[src/rtl/adbg_jsp_apb_host_pkg.sv]
// Shared constants for the JTAG serial port register set as seen by the APB host.
package adbg_jsp_pkg;

    localparam int JSP_LSR_DR    = 0;
    localparam int JSP_LSR_THRE  = 5;
    localparam int JSP_DATA_ADDR = 32'h0000_0000;
    localparam int JSP_LSR_ADDR  = 32'h0000_0005;

endpackage

[src/rtl/adbg_jsp_apb_host_if.sv]
// APB bus bundle between the JSP host (master) and the JSP register block (slave).
interface adbg_jsp_apb_host_if #(
    parameter int PADDR_SIZE = 8,
    parameter int PDATA_SIZE = 8
);

    logic                  PSEL;
    logic                  PENABLE;
    logic [PADDR_SIZE-1:0] PADDR;
    logic                  PWRITE;
    logic [PDATA_SIZE-1:0] PWDATA;
    logic [PDATA_SIZE-1:0] PRDATA;
    logic                  PREADY;
    logic                  PSLVERR;

    modport master (
        output PSEL, PENABLE, PADDR, PWRITE, PWDATA,
        input  PRDATA, PREADY, PSLVERR
    );

    modport slave (
        input  PSEL, PENABLE, PADDR, PWRITE, PWDATA,
        output PRDATA, PREADY, PSLVERR
    );

endinterface

[src/rtl/adbg_jsp_apb_host.sv]
// APB initiator that polls the JSP LSR and moves bytes between RBR/THR and a
// valid/ready byte-stream interface.
module adbg_jsp_apb_host
    import adbg_jsp_pkg::*;
#(
    parameter int                    PADDR_SIZE = 8,
    parameter int                    PDATA_SIZE = 8,
    parameter logic [PADDR_SIZE-1:0] DATA_ADDR  = PADDR_SIZE'(JSP_DATA_ADDR),
    parameter logic [PADDR_SIZE-1:0] LSR_ADDR   = PADDR_SIZE'(JSP_LSR_ADDR),
    parameter int                    POLL_DLY   = 16
) (
    input  logic                       PCLK,
    input  logic                       PRESETn,
    adbg_jsp_apb_host_if.master        apb,
    input  logic [7:0]                 tx_data_i,
    input  logic                       tx_valid_i,
    output logic                       tx_ready_o,
    output logic [7:0]                 rx_data_o,
    output logic                       rx_valid_o,
    input  logic                       rx_ready_i,
    output logic                       err_o
);

    localparam int                CNT_W      = (POLL_DLY > 1) ? $clog2(POLL_DLY) : 1;
    localparam logic [CNT_W-1:0]  CNT_RELOAD = CNT_W'(POLL_DLY - 1);
    localparam logic [CNT_W-1:0]  CNT_ZERO   = {CNT_W{1'b0}};

    localparam logic [2:0] ST_WAIT  = 3'd0;
    localparam logic [2:0] ST_LSR_S = 3'd1;
    localparam logic [2:0] ST_LSR_A = 3'd2;
    localparam logic [2:0] ST_RD_S  = 3'd3;
    localparam logic [2:0] ST_RD_A  = 3'd4;
    localparam logic [2:0] ST_WR_S  = 3'd5;
    localparam logic [2:0] ST_WR_A  = 3'd6;

    logic [2:0]            state_q,    state_d;
    logic [CNT_W-1:0]      cnt_q,      cnt_d;
    logic                  rr_q,       rr_d;
    logic                  psel_q,     psel_d;
    logic                  penable_q,  penable_d;
    logic [PADDR_SIZE-1:0] paddr_q,    paddr_d;
    logic                  pwrite_q,   pwrite_d;
    logic [PDATA_SIZE-1:0] pwdata_q,   pwdata_d;
    logic [7:0]            rx_data_q,  rx_data_d;
    logic                  rx_valid_q, rx_valid_d;
    logic                  tx_ready_q, tx_ready_d;
    logic                  err_q,      err_d;
    logic                  rx_ok_s,    tx_ok_s;

    // Next-state, bus and stream-side register computation.
    always_comb begin
        state_d    = state_q;
        cnt_d      = cnt_q;
        rr_d       = rr_q;
        rx_data_d  = rx_data_q;
        tx_ready_d = 1'b0;
        err_d      = err_q;
        rx_ok_s    = apb.PRDATA[JSP_LSR_DR]   & ~rx_valid_q;
        tx_ok_s    = apb.PRDATA[JSP_LSR_THRE] & tx_valid_i;

        if (rx_valid_q && rx_ready_i) begin
            rx_valid_d = 1'b0;
        end else begin
            rx_valid_d = rx_valid_q;
        end

        case (state_q)
            ST_WAIT: begin
                if (cnt_q == CNT_ZERO) begin
                    state_d = ST_LSR_S;
                end else begin
                    cnt_d = cnt_q - {{(CNT_W-1){1'b0}}, 1'b1};
                end
            end
            ST_LSR_S: state_d = ST_LSR_A;
            ST_LSR_A: begin
                if (!apb.PREADY) begin
                    state_d = ST_LSR_A;
                end else if (apb.PSLVERR) begin
                    err_d   = 1'b1;
                    state_d = ST_WAIT;
                    cnt_d   = CNT_RELOAD;
                end else if (rx_ok_s && (!tx_ok_s || !rr_q)) begin
                    state_d = ST_RD_S;
                end else if (tx_ok_s) begin
                    state_d = ST_WR_S;
                end else begin
                    state_d = ST_WAIT;
                    cnt_d   = CNT_RELOAD;
                end
            end
            ST_RD_S: state_d = ST_RD_A;
            ST_RD_A: begin
                if (!apb.PREADY) begin
                    state_d = ST_RD_A;
                end else if (apb.PSLVERR) begin
                    err_d   = 1'b1;
                    state_d = ST_WAIT;
                    cnt_d   = CNT_RELOAD;
                end else begin
                    rx_data_d  = apb.PRDATA[7:0];
                    rx_valid_d = 1'b1;
                    rr_d       = ~rr_q;
                    state_d    = ST_LSR_S;
                end
            end
            // A producer that withdrew its byte abandons the write before any access phase.
            ST_WR_S: begin
                if (tx_valid_i) begin
                    state_d = ST_WR_A;
                end else begin
                    state_d = ST_LSR_S;
                end
            end
            ST_WR_A: begin
                if (!apb.PREADY) begin
                    state_d = ST_WR_A;
                end else if (apb.PSLVERR) begin
                    err_d   = 1'b1;
                    state_d = ST_WAIT;
                    cnt_d   = CNT_RELOAD;
                end else begin
                    tx_ready_d = 1'b1;
                    rr_d       = ~rr_q;
                    state_d    = ST_LSR_S;
                end
            end
            default: begin
                state_d = ST_WAIT;
                cnt_d   = CNT_ZERO;
            end
        endcase
    end

    // Bus outputs are derived from the state being entered so they come straight from flops.
    always_comb begin
        psel_d    = psel_q;
        penable_d = penable_q;
        paddr_d   = paddr_q;
        pwrite_d  = pwrite_q;
        pwdata_d  = pwdata_q;
        case (state_d)
            ST_WAIT: begin
                psel_d    = 1'b0;
                penable_d = 1'b0;
                pwrite_d  = 1'b0;
            end
            ST_LSR_S: begin
                psel_d    = 1'b1;
                penable_d = 1'b0;
                paddr_d   = LSR_ADDR;
                pwrite_d  = 1'b0;
            end
            ST_RD_S: begin
                psel_d    = 1'b1;
                penable_d = 1'b0;
                paddr_d   = DATA_ADDR;
                pwrite_d  = 1'b0;
            end
            ST_WR_S: begin
                psel_d    = 1'b1;
                penable_d = 1'b0;
                paddr_d   = DATA_ADDR;
                pwrite_d  = 1'b1;
                pwdata_d  = PDATA_SIZE'(tx_data_i);
            end
            ST_LSR_A, ST_RD_A, ST_WR_A: begin
                psel_d    = 1'b1;
                penable_d = 1'b1;
            end
            default: begin
                psel_d    = 1'b0;
                penable_d = 1'b0;
                pwrite_d  = 1'b0;
            end
        endcase
    end

    // State, poll counter, bus and stream registers.
    always_ff @(posedge PCLK or negedge PRESETn) begin
        if (!PRESETn) begin
            state_q    <= ST_WAIT;
            cnt_q      <= CNT_ZERO;
            rr_q       <= 1'b0;
            psel_q     <= 1'b0;
            penable_q  <= 1'b0;
            paddr_q    <= {PADDR_SIZE{1'b0}};
            pwrite_q   <= 1'b0;
            pwdata_q   <= {PDATA_SIZE{1'b0}};
            rx_data_q  <= 8'h00;
            rx_valid_q <= 1'b0;
            tx_ready_q <= 1'b0;
            err_q      <= 1'b0;
        end else begin
            state_q    <= state_d;
            cnt_q      <= cnt_d;
            rr_q       <= rr_d;
            psel_q     <= psel_d;
            penable_q  <= penable_d;
            paddr_q    <= paddr_d;
            pwrite_q   <= pwrite_d;
            pwdata_q   <= pwdata_d;
            rx_data_q  <= rx_data_d;
            rx_valid_q <= rx_valid_d;
            tx_ready_q <= tx_ready_d;
            err_q      <= err_d;
        end
    end

    assign apb.PSEL    = psel_q;
    assign apb.PENABLE = penable_q;
    assign apb.PADDR   = paddr_q;
    assign apb.PWRITE  = pwrite_q;
    assign apb.PWDATA  = pwdata_q;
    assign tx_ready_o  = tx_ready_q;
    assign rx_data_o   = rx_data_q;
    assign rx_valid_o  = rx_valid_q;
    assign err_o       = err_q;

endmodule
[src/flat_wrapper.sv]
// flat-port wrapper written by rule: the top's interface ports become plain ports
module adbg_jsp_apb_host_flat import adbg_jsp_pkg::*;
#(
    parameter int                    PADDR_SIZE = 8,
    parameter int                    PDATA_SIZE = 8,
    parameter logic [PADDR_SIZE-1:0] DATA_ADDR  = PADDR_SIZE'(JSP_DATA_ADDR),
    parameter logic [PADDR_SIZE-1:0] LSR_ADDR   = PADDR_SIZE'(JSP_LSR_ADDR),
    parameter int                    POLL_DLY   = 16
)
  (PCLK, PRESETn, tx_data_i, tx_valid_i, tx_ready_o, rx_data_o, rx_valid_o, rx_ready_i, err_o, apb_PSEL, apb_PENABLE, apb_PADDR, apb_PWRITE, apb_PWDATA, apb_PRDATA, apb_PREADY, apb_PSLVERR);
  adbg_jsp_apb_host_if #(.PADDR_SIZE(PADDR_SIZE), .PDATA_SIZE(PDATA_SIZE)) apb_i ();
  input  logic PCLK;
  input  logic PRESETn;
  input  logic [7:0] tx_data_i;
  input  logic tx_valid_i;
  output logic tx_ready_o;
  output logic [7:0] rx_data_o;
  output logic rx_valid_o;
  input  logic rx_ready_i;
  output logic err_o;
  output wire logic [$bits(apb_i.PSEL)-1:0] apb_PSEL;
  output wire logic [$bits(apb_i.PENABLE)-1:0] apb_PENABLE;
  output wire logic [$bits(apb_i.PADDR)-1:0] apb_PADDR;
  output wire logic [$bits(apb_i.PWRITE)-1:0] apb_PWRITE;
  output wire logic [$bits(apb_i.PWDATA)-1:0] apb_PWDATA;
  input wire logic [$bits(apb_i.PRDATA)-1:0] apb_PRDATA;
  input wire logic [$bits(apb_i.PREADY)-1:0] apb_PREADY;
  input wire logic [$bits(apb_i.PSLVERR)-1:0] apb_PSLVERR;
  assign apb_PSEL = apb_i.PSEL;
  assign apb_PENABLE = apb_i.PENABLE;
  assign apb_PADDR = apb_i.PADDR;
  assign apb_PWRITE = apb_i.PWRITE;
  assign apb_PWDATA = apb_i.PWDATA;
  assign apb_i.PRDATA = apb_PRDATA;
  assign apb_i.PREADY = apb_PREADY;
  assign apb_i.PSLVERR = apb_PSLVERR;
  adbg_jsp_apb_host #(.PADDR_SIZE(PADDR_SIZE), .PDATA_SIZE(PDATA_SIZE), .DATA_ADDR(DATA_ADDR), .LSR_ADDR(LSR_ADDR), .POLL_DLY(POLL_DLY)) u_core (.PCLK(PCLK), .PRESETn(PRESETn), .apb(apb_i), .tx_data_i(tx_data_i), .tx_valid_i(tx_valid_i), .tx_ready_o(tx_ready_o), .rx_data_o(rx_data_o), .rx_valid_o(rx_valid_o), .rx_ready_i(rx_ready_i), .err_o(err_o));
endmodule
[config.mk]
export PLATFORM = sky130hd
export DESIGN_NAME = adbg_jsp_apb_host_flat
export DESIGN_NICKNAME = d
export VERILOG_FILES = /design/src/rtl/adbg_jsp_apb_host_pkg.sv /design/src/rtl/adbg_jsp_apb_host_if.sv /design/src/rtl/adbg_jsp_apb_host.sv /design/src/flat_wrapper.sv
export SDC_FILE = /design/constraint.sdc
export NUM_CORES = 1
export LEC_CHECK = 0
export ABC_AREA = 0
export CAP_MARGIN = 0
export CORE_UTILIZATION = 36
export CTS_BUF_LIST = sky130_fd_sc_hd__clkbuf_4
export CTS_CLUSTER_DIAMETER = 100
export DETAILED_ROUTE_END_ITERATION = 16
export DONT_BUFFER_PORTS = 1
export PLACE_DENSITY = 0.61
export SYNTH_ARGS = -nofsm -noshare
export SYNTH_HDL_FRONTEND = slang
export SYNTH_SLANG_ARGS = --single-unit
[constraint.sdc]
create_clock -name PCLK -period 1.4 [get_ports PCLK]
set_input_delay 0.14 -clock PCLK [delete_from_list [all_inputs] [get_ports PCLK]]
set_output_delay 0.14 -clock PCLK [all_outputs]
set_load 0.1 [all_outputs]
* After elaboration in Yosys (flattened, before gate mapping)
Cells that the tools add are included. Widths: inputs -> output; s select.
Cells by class: bitwise gates (word level) 6, reductions and logical operators 18, eq/ne operators 18, add/sub/neg operators 1, multiplexer cells 29
Operator list (count):
- $mux 4 | 7
- $mux 3 | 8
- $pmux 3 s7 | 1
- $eq 3x3->1 const B | 6
- $pmux 4 s4 | 1
- $pmux 8 s2 | 1
- $eq 3x2->1 const B | 4
- $mux 1 | 10
- $reduce_and 3->1 | 3
- $reduce_or 3->1 | 3
- $reduce_and 7->1 | 1
- $eq 3x1->1 const B | 2
- $ne 3x3->1 const B | 2
- $reduce_or 6->1 | 1
- $logic_not 4->1 | 1
- $ne 2x1->1 const B | 2
- $ne 2x2->1 const B | 2
- $not 1->1 | 4
- $reduce_or 2->1 | 2
- $sub 4x1->4 const B | 1
- $logic_not 3->1 | 1
- $and 1x1->1 | 2
- $logic_and 1x1->1 | 2
- $logic_not 1->1 | 2
- 3 further kinds | 3
Storage, ports and cells: input port bits 22, register bits 38

* Depth between registers and ports, before layout
Gate-level depths: netlist of the first run.
word-level depth 11, depth in mapped cells 7

* Least setup slack after synthesis of the first run
No wires, ideal clock.
path kind reg-to-reg, start register u_core.rx_valid_q, in the netlist u_core.rx_valid_o, end register u_core.cnt_q[0], cell stages (with the launch flop) 6, required time 1.275 ns, path buffers 0, arrival 2.014 ns, setup slack -0.739 ns, setup time 0.125 ns, cell sequence dfrtp_1 > nand2b_1 > a211oi_2 > o31ai_4 > nand3_4 > mux2_4
Between the ends: longest elaborated chain between the ends 5
Ends and longest elaborated chain:
- start, declared | RTL line adbg_jsp_apb_host.sv:45 | logic rx_valid_q, rx_valid_d;
- start signal, assigned | RTL line adbg_jsp_apb_host.sv:204 | rx_valid_q <= rx_valid_d;
- $not 1->1 | RTL line adbg_jsp_apb_host.sv:58 | rx_ok_s = apb.PRDATA[JSP_LSR_DR] & ~rx_valid_q;
- $and 1x1->1 | RTL line adbg_jsp_apb_host.sv:58
- $logic_and 1x1->1 | RTL line adbg_jsp_apb_host.sv:83 | end else if (rx_ok_s && (!tx_ok_s || !rr_q)) begin
- $ne 3x3->1 (no line)
- $reduce_and 7->1 (no line)
- end signal, assigned | RTL line adbg_jsp_apb_host.sv:196 | cnt_q <= cnt_d;
- end, declared | RTL line adbg_jsp_apb_host.sv:37 | logic [CNT_W-1:0] cnt_q, cnt_d;
Every way passes these cells. A chain may end at the register's enable or synchronous reset.

* Worst setup path after layout of the first run
start register u_core.cnt_q[1], end register u_core.cnt_q[0]
Between the ends: longest elaborated chain between the ends 3
Ends and longest elaborated chain:
- $logic_not 4->1 | RTL line adbg_jsp_apb_host.sv:69 | if (cnt_q == CNT_ZERO) begin
- $ne 2x2->1 (no line)
- $reduce_and 7->1 (no line)
Every way passes these cells.

==> results of run 1 <==
[cell usage after synthesis]
cell / n / area, sq um
nor3_2: 1 / 10.01
o31ai_1: 1 / 7.510
a21oi_1: 5 / 25.02
a21boi_1: 1 / 7.510
or2_0: 1 / 6.260
nand3_1: 1 / 5.000
buf_4: 7 / 52.55
a21oi_2: 1 / 8.760
ha_1: 2 / 25.02
o221ai_1: 1 / 8.760
a211o_1: 1 / 8.760
nor3b_1: 1 / 7.510
o21ai_0: 3 / 15.01
and2_1: 1 / 6.260
o21a_1: 1 / 7.510
nand2b_2: 1 / 8.760
and3_2: 1 / 7.510
a211oi_2: 1 / 12.51
a31oi_1: 2 / 12.51
nor3_1: 2 / 10.01
nand2b_1: 3 / 18.77
dfrtp_1: 31 / 775.7
o31ai_4: 1 / 21.27
nor2_1: 2 / 7.510
nand2_1: 6 / 22.52
o211ai_1: 1 / 7.510
or3b_1: 1 / 8.760
nand3_4: 1 / 17.52
conb_1: 1 / 3.750
mux2_4: 11 / 165.2
or3_1: 1 / 6.260
o22ai_1: 1 / 6.260
inv_1: 8 / 30.03
a41o_1: 1 / 10.01
buf_2: 3 / 15.01
nor4_1: 1 / 6.260
buf_6: 2 / 22.52
nor2_8: 1 / 20.02
mux2_1: 8 / 90.09
xnor2_1: 2 / 17.52
nor2_2: 1 / 6.260
[state kept, by name (all words and copies together), names as in the netlist]
register,flops
u_core.apb.PADDR,1
u_core.apb.PENABLE,1
u_core.apb.PSEL,1
u_core.apb.PWDATA,8
u_core.apb.PWRITE,1
u_core.cnt_q,4
u_core.err_o,1
u_core.rr_q,1
u_core.rx_data_o,8
u_core.rx_valid_o,1
u_core.state_q,3
u_core.tx_ready_o,1
[routing by layer]
layer | GRT usage, % | share of wire, % | up-vias
met5 | 0 | 0 | -
met4 | 9.840 | 2.6 | 0
met3 | 4.730 | 5.1 | 9
met2 | 29.38 | 52 | 40
met1 | 20.02 | 40 | 586
li1 | - | - | 548
[worst max-delay path, stage by stage, from the launching register on]
cell and delay [ns]:
dfrtp_1 0.38, inv_2 0.05, ha_2 0.16, and2_4 0.14, o31ai_4 0.28, nand3_4 0.15
mux2_4 0.32
[area by class of cell]
class                   instances  area share (%)
clock buffers                   7           2.254
multi-input cells              76           32.74
well taps                      50           2.684
clock inverters                 1           1.288
flip-flops and latches         31           33.66
inverters                       8           1.288
repair buffers                 70           26.09
[final timing paths]
check | startpoint | to | cells past startpoint
hold / removal | apb_PREADY | u_core.state_q[1] | 2
setup / recovery | u_core.cnt_q[1] | u_core.cnt_q[0] | 6
hold reg to reg | u_core.err_o | u_core.err_o | 2
min in group asynchronous | PRESETn | u_core.apb.PWDATA[7] | 2
max in group asynchronous | PRESETn | u_core.state_q[0] | 2
setup reg to reg | u_core.cnt_q[1] | u_core.cnt_q[0] | 6
[cell families (layout without fill, tap and decap cells)]
| logic type | count (synthesis) | in the layout | share of synthesized area (%) |
|---|---|---|---|
| flops | 31 | 31 | 50.65 |
| simple gates | 26 | 26 | 11.44 |
| compound gates | 21 | 21 | 10.38 |
| buf+inv | 20 | 86 | 7.843 |
| mux | 19 | 19 | 16.67 |
| fa+ha+maj | 2 | 2 | 1.634 |
| xor+xnor | 2 | 2 | 1.144 |
| other cells | 1 | 6 | 0.2449 |
[what timing repair did]
action / in CTS / in global routing
pin swaps: 5 / 7
setup endpoints to repair: 23 / 25
setup buffers: 3 / 2
hold buffers: 21 / 0
endpoints found under the hold margin: 49 / 0
gates resized for setup: 13 / 10
[through the flow]
step	hold slack, ns	utilization (%)
2_1_floorplan	-0.1556	-
3_3_place_gp	-0.1544	47.45
6_report	0.06966	57.86
3_5_place_dp	-0.1546	47.45
5_1_grt	0.05966	57.86
4_1_cts	0.03613	56.58
==> flow_metrics.py, run 1 <==
metrics = {
    "synthesis": {
        "synthesis.area_sq_um": 1531,
        "yosys.cell_types.count": 41,
        "synth_seq_area_share_pct": 50.65,
        "netlist_instances": 122,
        "synth_area_per_cell_sq_um": 12.55,
        "synth_warnings": 0,
        "ys_ff_latch": 31,
    },
    "finish": {
        "antenna_cells": 0,
        "stdcell_count": 243,
        "nFillCells": 341,
        "drive_gt1_share_pct": 53.37,
        "layout_common_cells": "46 x buf_4, 26 x dfrtp_1, 20 x dlygate4sd3_1",
        "area_growth_syn_to_layout_pct": 52.21,
        "finalInstanceArea_sq_um": 2331,
        "mostFrequentLayoutCell": "buf_4",
        "multi_input_area_sq_um": 763.2,
        "nets": 216,
        "register_area_sq_um": 784.5,
    },
    "setup_path": {
        "setup.worst_path.start_class": "flip-flop",
        "r2r_slack_ns": -0.19,
        "crit_fanout": 5,
        "cp-end-kind": "flip-flop",
        "worstPathArrival_ns": 1.82,
        "worstSetupPathType": "reg2reg",
        "cp.required_ns": 1.63,
    },
    "place": {
        "place_congestion": 0.9192,
        "hpwl_mm": 2.413,
        "port_buffers": 0,
        "placed_cells": 209,
        "place_ws_ns": -0.2609,
        "placed_cell_area_sq_um": 1912,
    },
    "timing": {
        "final.setup.tns_ns": -3.083,
        "final.setup_skew_ns": 0.007852,
        "fin_crit_sh_pct": 113.7,
        "setup_viol": 22,
        "slew_viol_final": 0,
        "hold_violations": 0,
        "fin_crit_ns": 1.592,
        "rsz0062_at_grt": "yes",
        "worst_slack_ns": -0.1915,
        "fmax_mhz": 628.3,
    },
    "global_route": {
        "grt_pass1_vias": 1231,
        "track_usage_pct": 17.51,
        "antenna_found_initial": 0,
        "grt_max_degree": 32,
        "grt_first_pass_wirelength_mm": 5.733,
        "gr-total-overflow": 0,
    },
    "run_status": {
        "violations": "negative setup slack",
        "status": "finished, violations left",
    },
    "cts": {
        "clkSlewWorstSetupHoldPaths_ns": 0.09,
        "numCtsBuffers": 5,
        "cts.path.max_buffers": 2,
        "clock_sinks": 31,
        "worstSkewPairLatency_ns": 0.34,
        "cts-root-buf": "clkbuf_4",
        "h-tree-depth": 2,
        "cts_tree": "done",
    },
    "run": {
        "maxCapViolCount": 0,
    },
    "detailed_routing": {
        "ant_nets": 0,
        "first_iter_violations": 26,
        "wl_mm": 3.742,
        "vias": 1183,
        "wl_per_cell_um": 15.40,
        "dr.pass1.iters": 4,
        "viasPerCell": 4.868,
        "drcViolationCount": 0,
    },
    "die": {
        "dieArea_sq_um": 4519,
        "die_x_um": 67.23,
        "rows": 23,
        "start_util_pct": 38.01,
        "io-pin-count": 52,
        "die_y_um": 67.23,
        "core_area_sq_um": 4029,
    },
    "min_path": {
        "hp-class": "in2reg",
    },
}
Power of run 1 is not shown: default switching activity piles up to over one toggle a cycle in this logic, so the estimate is an artifact.
==> run 2, diff against run 1 <==
--- a/config.mk
+++ b/config.mk
@@ -12,6 +12,7 @@
 export CTS_CLUSTER_DIAMETER = 100
 export DETAILED_ROUTE_END_ITERATION = 16
 export DONT_BUFFER_PORTS = 1
+export GPL_TIMING_DRIVEN = 0
 export PLACE_DENSITY = 0.61
 export SYNTH_ARGS = -nofsm -noshare
 export SYNTH_HDL_FRONTEND = slang
==> flow_metrics.py, run 2 (synthesis results as in run 1) <==
metrics = {
    "setup_path": {
        "crit_fanout": 5,
        "worstSetupPathType": "reg2reg",
        "r2r_end": "u_core.cnt_q[0]",
        "cp.required_ns": 1.61,
        "setup.worst_path.start_class": "flip-flop",
        "path_cells": "nand2b_4, a211oi_4, o31ai_4, nand3_4, mux2_4",
        "cp-end-kind": "flip-flop",
        "r2r-start": "u_core.rx_valid_o",
        "critPathSlowestCell": "dfrtp_4",
        "r2r_slack_ns": -0.42,
        "r2r_cells": 5,
        "critPathMaxStageDelay_ns": 0.64,
        "worstPathArrival_ns": 2.03,
    },
    "die": {
        "die_y_um": 67.23,
        "start_util_pct": 38.01,
        "core_area_sq_um": 4029,
        "dieArea_sq_um": 4519,
        "rows": 23,
        "io-pin-count": 52,
        "die_x_um": 67.23,
    },
    "finish": {
        "layout_common_cells": "20 x dlygate4sd3_1, 19 x mux2_4, 18 x dfrtp_2",
        "multi_input_area_sq_um": 721.9,
        "area_growth_syn_to_layout_pct": 39.54,
        "register_area_sq_um": 805.8,
        "mostFrequentLayoutCell": "dlygate4sd3_1",
        "antenna_cells": 0,
        "nets": 190,
        "drive_gt1_share_pct": 50.90,
        "nFillCells": 371,
    },
    "detailed_routing": {
        "vias": 1044,
        "ant_nets": 0,
        "dr.pass1.iters": 3,
        "drcViolationCount": 0,
        "wl_per_cell_um": 15.24,
        "viasPerCell": 4.811,
        "wl_mm": 3.308,
        "first_iter_violations": 18,
    },
    "run": {
        "maxCapViolCount": 0,
    },
    "cts": {
        "numCtsBuffers": 5,
        "cts-root-buf": "clkbuf_4",
        "worstSkewPairLatency_ns": 0.33,
        "cts.path.max_buffers": 2,
        "h-tree-depth": 2,
        "cts_tree": "done",
        "clock_sinks": 31,
        "clkSlewWorstSetupHoldPaths_ns": 0.11,
    },
    "min_path": {
        "worstHoldStart": "apb_PREADY",
        "hp-class": "in2reg",
        "whs_path_depth": 2,
        "hold_end": "u_core.state_q[1]",
    },
    "timing": {
        "final.setup_skew_ns": 0.01496,
        "hold_violations": 0,
        "fin_crit_ns": 1.821,
        "setup_viol": 26,
        "rsz0062_at_grt": "yes",
        "fin_hold_ws_ns": 0.05339,
        "max_slew.worst_pin.slew_ns": 0.9008,
        "fin_crit_sh_pct": 130.1,
        "worst_slack_ns": -0.4211,
        "slew_viol_final": 0,
        "fmax_mhz": 549.1,
        "max_slew_margin_pct": 39.94,
    },
    "global_route": {
        "grt_max_degree": 32,
        "grt_first_pass_wirelength_mm": 4.836,
        "grt_pass1_vias": 1027,
        "gr-total-overflow": 0,
        "antenna_found_initial": 0,
        "track_usage_pct": 14.94,
    },
    "place": {
        "hpwl_mm": 2.015,
        "port_buffers": 0,
        "place_congestion": 0.8161,
    },
    "run_status": {
        "violations": "negative setup slack",
        "status": "finished, violations left",
    },
}
run 2: worst max-delay path: cells and delay by family, from the launching register on:
family,cells,cell delay (ns)
DFF,1,0.64
and+or+nand+nor,2,0.38
AOI/OAI and AO/OA,2,0.36
muxes,1,0.32
run 2: final cells by class:
type,count,share of cell area (%)
Sequential cell,31,37.70
Multi-Input combinational cell,76,33.78
Timing Repair Buffer,32,15.57
Buffer,12,5.035
Tap cell,50,2.927
Clock inverter,3,1.815
Clock buffer,5,1.756
Inverter,8,1.405
run 2: repair_timing:
item	4_1_cts	5_1_grt
gates resized for setup	32	9
hold buffers	21	0
endpoints found under the hold margin	49	0
pin swaps	2	0
setup endpoints to repair	45	31
buffers inserted	8	4
gates cloned	1	0
run 2: how the worst max path moves through the flow:
stage	startpoint	endpoint	slack, ns	depth (start not counted)
floorplan	u_core.rx_valid_o	u_core.cnt_q[0]	-0.31	5
global placement	u_core.rx_valid_o	u_core.apb.PWDATA[1]	-0.43	4
CTS	u_core.rx_valid_o	u_core.cnt_q[1]	-0.41	5
detailed placement	u_core.rx_valid_o	u_core.apb.PWDATA[2]	-0.42	4
global route	u_core.rx_valid_o	u_core.cnt_q[0]	-0.48	5
finish	u_core.rx_valid_o	u_core.cnt_q[0]	-0.42	5
run 2: metrics by stage:
stage                     cells  setup WS, ns  cell area (sq um)  util [%]  setup TNS [ns]
after floorplan             127       -0.3055               1599         -          -3.969
final                       217       -0.4211               2137     53.04          -6.695
after global placement      177       -0.4255               1662     41.24          -6.620
after global routing        217       -0.4760               2137     53.04          -8.024
after detailed placement    177       -0.4233               1662     41.24          -6.709
after CTS                   214       -0.4087               2088     51.83          -6.405
run 2: per-layer routing:
metal / up-vias / routed length (um) / track usage, %
li1: 501 / - / -
met1: 509 / 1437 / 18.65
met2: 32 / 1659 / 23.38
met3: 2 / 177 / 5.068
met4: 0 / 34 / 6.383
met5: - / 0 / 0
Power of run 2 is left out for the same reason.
==> run 3, diff against run 2 <==
--- a/config.mk
+++ b/config.mk
@@ -13,7 +13,7 @@
 export DETAILED_ROUTE_END_ITERATION = 16
 export DONT_BUFFER_PORTS = 1
 export GPL_TIMING_DRIVEN = 0
-export PLACE_DENSITY = 0.61
+export PLACE_DENSITY = 0.59
 export SYNTH_ARGS = -nofsm -noshare
 export SYNTH_HDL_FRONTEND = slang
 export SYNTH_SLANG_ARGS = --single-unit
==> constraint.sdc (replaced) <==
create_clock -name PCLK -period 2.1 [get_ports PCLK]
set_input_delay 0.21 -clock PCLK [delete_from_list [all_inputs] [get_ports PCLK]]
set_output_delay 0.21 -clock PCLK [all_outputs]
set_load 0.1 [all_outputs]
==> flow_metrics.py, run 3 (synthesis results as in run 1) <==
metrics = {
    "run_status": {
        "status": "complete, no violations",
    },
    "global_route": {
        "gr-total-overflow": 0,
        "grt_first_pass_wirelength_mm": 4.457,
        "grt_max_degree": 32,
        "grt_pass1_vias": 962,
        "track_usage_pct": 14.04,
        "antenna_found_initial": 0,
    },
    "cts": {
        "clock_sinks": 31,
        "h-tree-depth": 2,
        "postCtsSetupRepairBufs": 0,
        "cts_tree": "done",
        "cts-root-buf": "clkbuf_4",
        "numCtsBuffers": 5,
        "cts.path.max_buffers": 2,
        "worstSkewPairLatency_ns": 0.33,
        "clkSlewWorstSetupHoldPaths_ns": 0.09,
    },
    "setup_path": {
        "worstSetupPathType": "reg2out",
        "critPathMaxStageDelay_ns": 0.97,
        "worst-path-buf-inv": 1,
        "setup.worst_path.start_class": "flip-flop",
        "worstPathArrival_ns": 1.74,
        "r2r_slack_ns": 0.17,
        "cp-end-kind": "output pin",
        "path_cells": "buf_4",
        "cp.required_ns": 1.89,
        "crit_fanout": 3,
        "critPathTopFamily": "flip-flops",
        "critPathSlowestCell": "dfrtp_1",
    },
    "run": {
        "maxCapViolCount": 0,
    },
    "detailed_routing": {
        "vias": 966,
        "wl_mm": 2.897,
        "ant_nets": 0,
        "wl_per_cell_um": 14.78,
        "first_iter_violations": 21,
        "dr.pass1.iters": 5,
        "viasPerCell": 4.929,
        "drcViolationCount": 0,
    },
    "timing": {
        "max_slew.worst_pin.slew_ns": 0.9334,
        "fin_crit_sh_pct": 92.63,
        "rsz0062_at_grt": "no",
        "setup_viol": 0,
        "final.setup_skew_ns": 0.005199,
        "fmax_mhz": 514.1,
        "slew_viol_final": 0,
        "final.setup.tns_ns": 0,
        "hold_violations": 0,
        "fin_crit_ns": 1.945,
        "fin_hold_ws_ns": 0.01060,
        "max_slew_margin_pct": 37.77,
    },
    "die": {
        "io-pin-count": 52,
        "start_util_pct": 38.01,
        "die_y_um": 67.23,
        "rows": 23,
        "die_x_um": 67.23,
        "core_area_sq_um": 4029,
        "dieArea_sq_um": 4519,
    },
    "finish": {
        "nets": 169,
        "area_growth_syn_to_layout_pct": 17.16,
        "final_util_pct": 44.53,
        "drive_gt1_share_pct": 28.77,
        "layout_common_cells": "30 x dfrtp_1, 11 x mux2_4, 10 x dlygate4sd3_1",
        "mostFrequentLayoutCell": "dfrtp_1",
        "antenna_cells": 0,
    },
    "place": {
        "place_congestion": 0.8431,
        "hpwl_mm": 1.999,
        "port_buffers": 0,
    },
    "min_path": {
        "hp-class": "in2reg",
    },
}
-- run 3: stage by stage --
stage / instances / cell area [sq um] / setup slack (ns)
after floorplan: 127 / 1551 / 0.2371
after CTS: 196 / 1792 / 0.08008
after detailed placement: 177 / 1614 / 0.09057
after global routing: 196 / 1794 / 0.08147
after global placement: 177 / 1614 / 0.09858
final: 196 / 1794 / 0.1549
-- run 3: worst paths after layout --
kind | start | end | cells past startpoint
worst min register to register | u_core.rr_q | u_core.rr_q | 1
min in group asynchronous | PRESETn | u_core.cnt_q[0] | 2
worst min-delay path | tx_data_i[3] | u_core.apb.PWDATA[3] | 1
max in group asynchronous | PRESETn | u_core.rx_valid_o | 2
worst max-delay path | u_core.apb.PADDR[0] | apb_PADDR[2] | 1
worst max register to register | u_core.rx_valid_o | u_core.cnt_q[0] | 5
-- run 3: what timing repair did --
action	CTS	global route
setup endpoints to repair	0	2
gates resized for setup	0	1
hold buffers	11	0
endpoints found under the hold margin	39	0
-- run 3: layout make-up --
| cell class | count | area [sq um] |
|---|---|---|
| Multi-Input combinational cell | 76 | 654.4 |
| Buffer | 12 | 90.09 |
| Sequential cell | 31 | 779.5 |
| Inverter | 8 | 30.03 |
| Tap cell | 50 | 62.56 |
| Fill cell | 401 | 2235 |
| Timing Repair Buffer | 11 | 120.1 |
| Clock buffer | 7 | 52.55 |
| Clock inverter | 1 | 5.005 |
-- run 3: per-layer routing --
metal	routed length [um]	share of wire (%)	track usage (%)
met1	1162	40	16.33
met2	1383	48	21.63
met3	277	9.6	5.405
met4	73	2.5	8.777
met5	0	0	0
Power of run 3 is left out for the same reason.
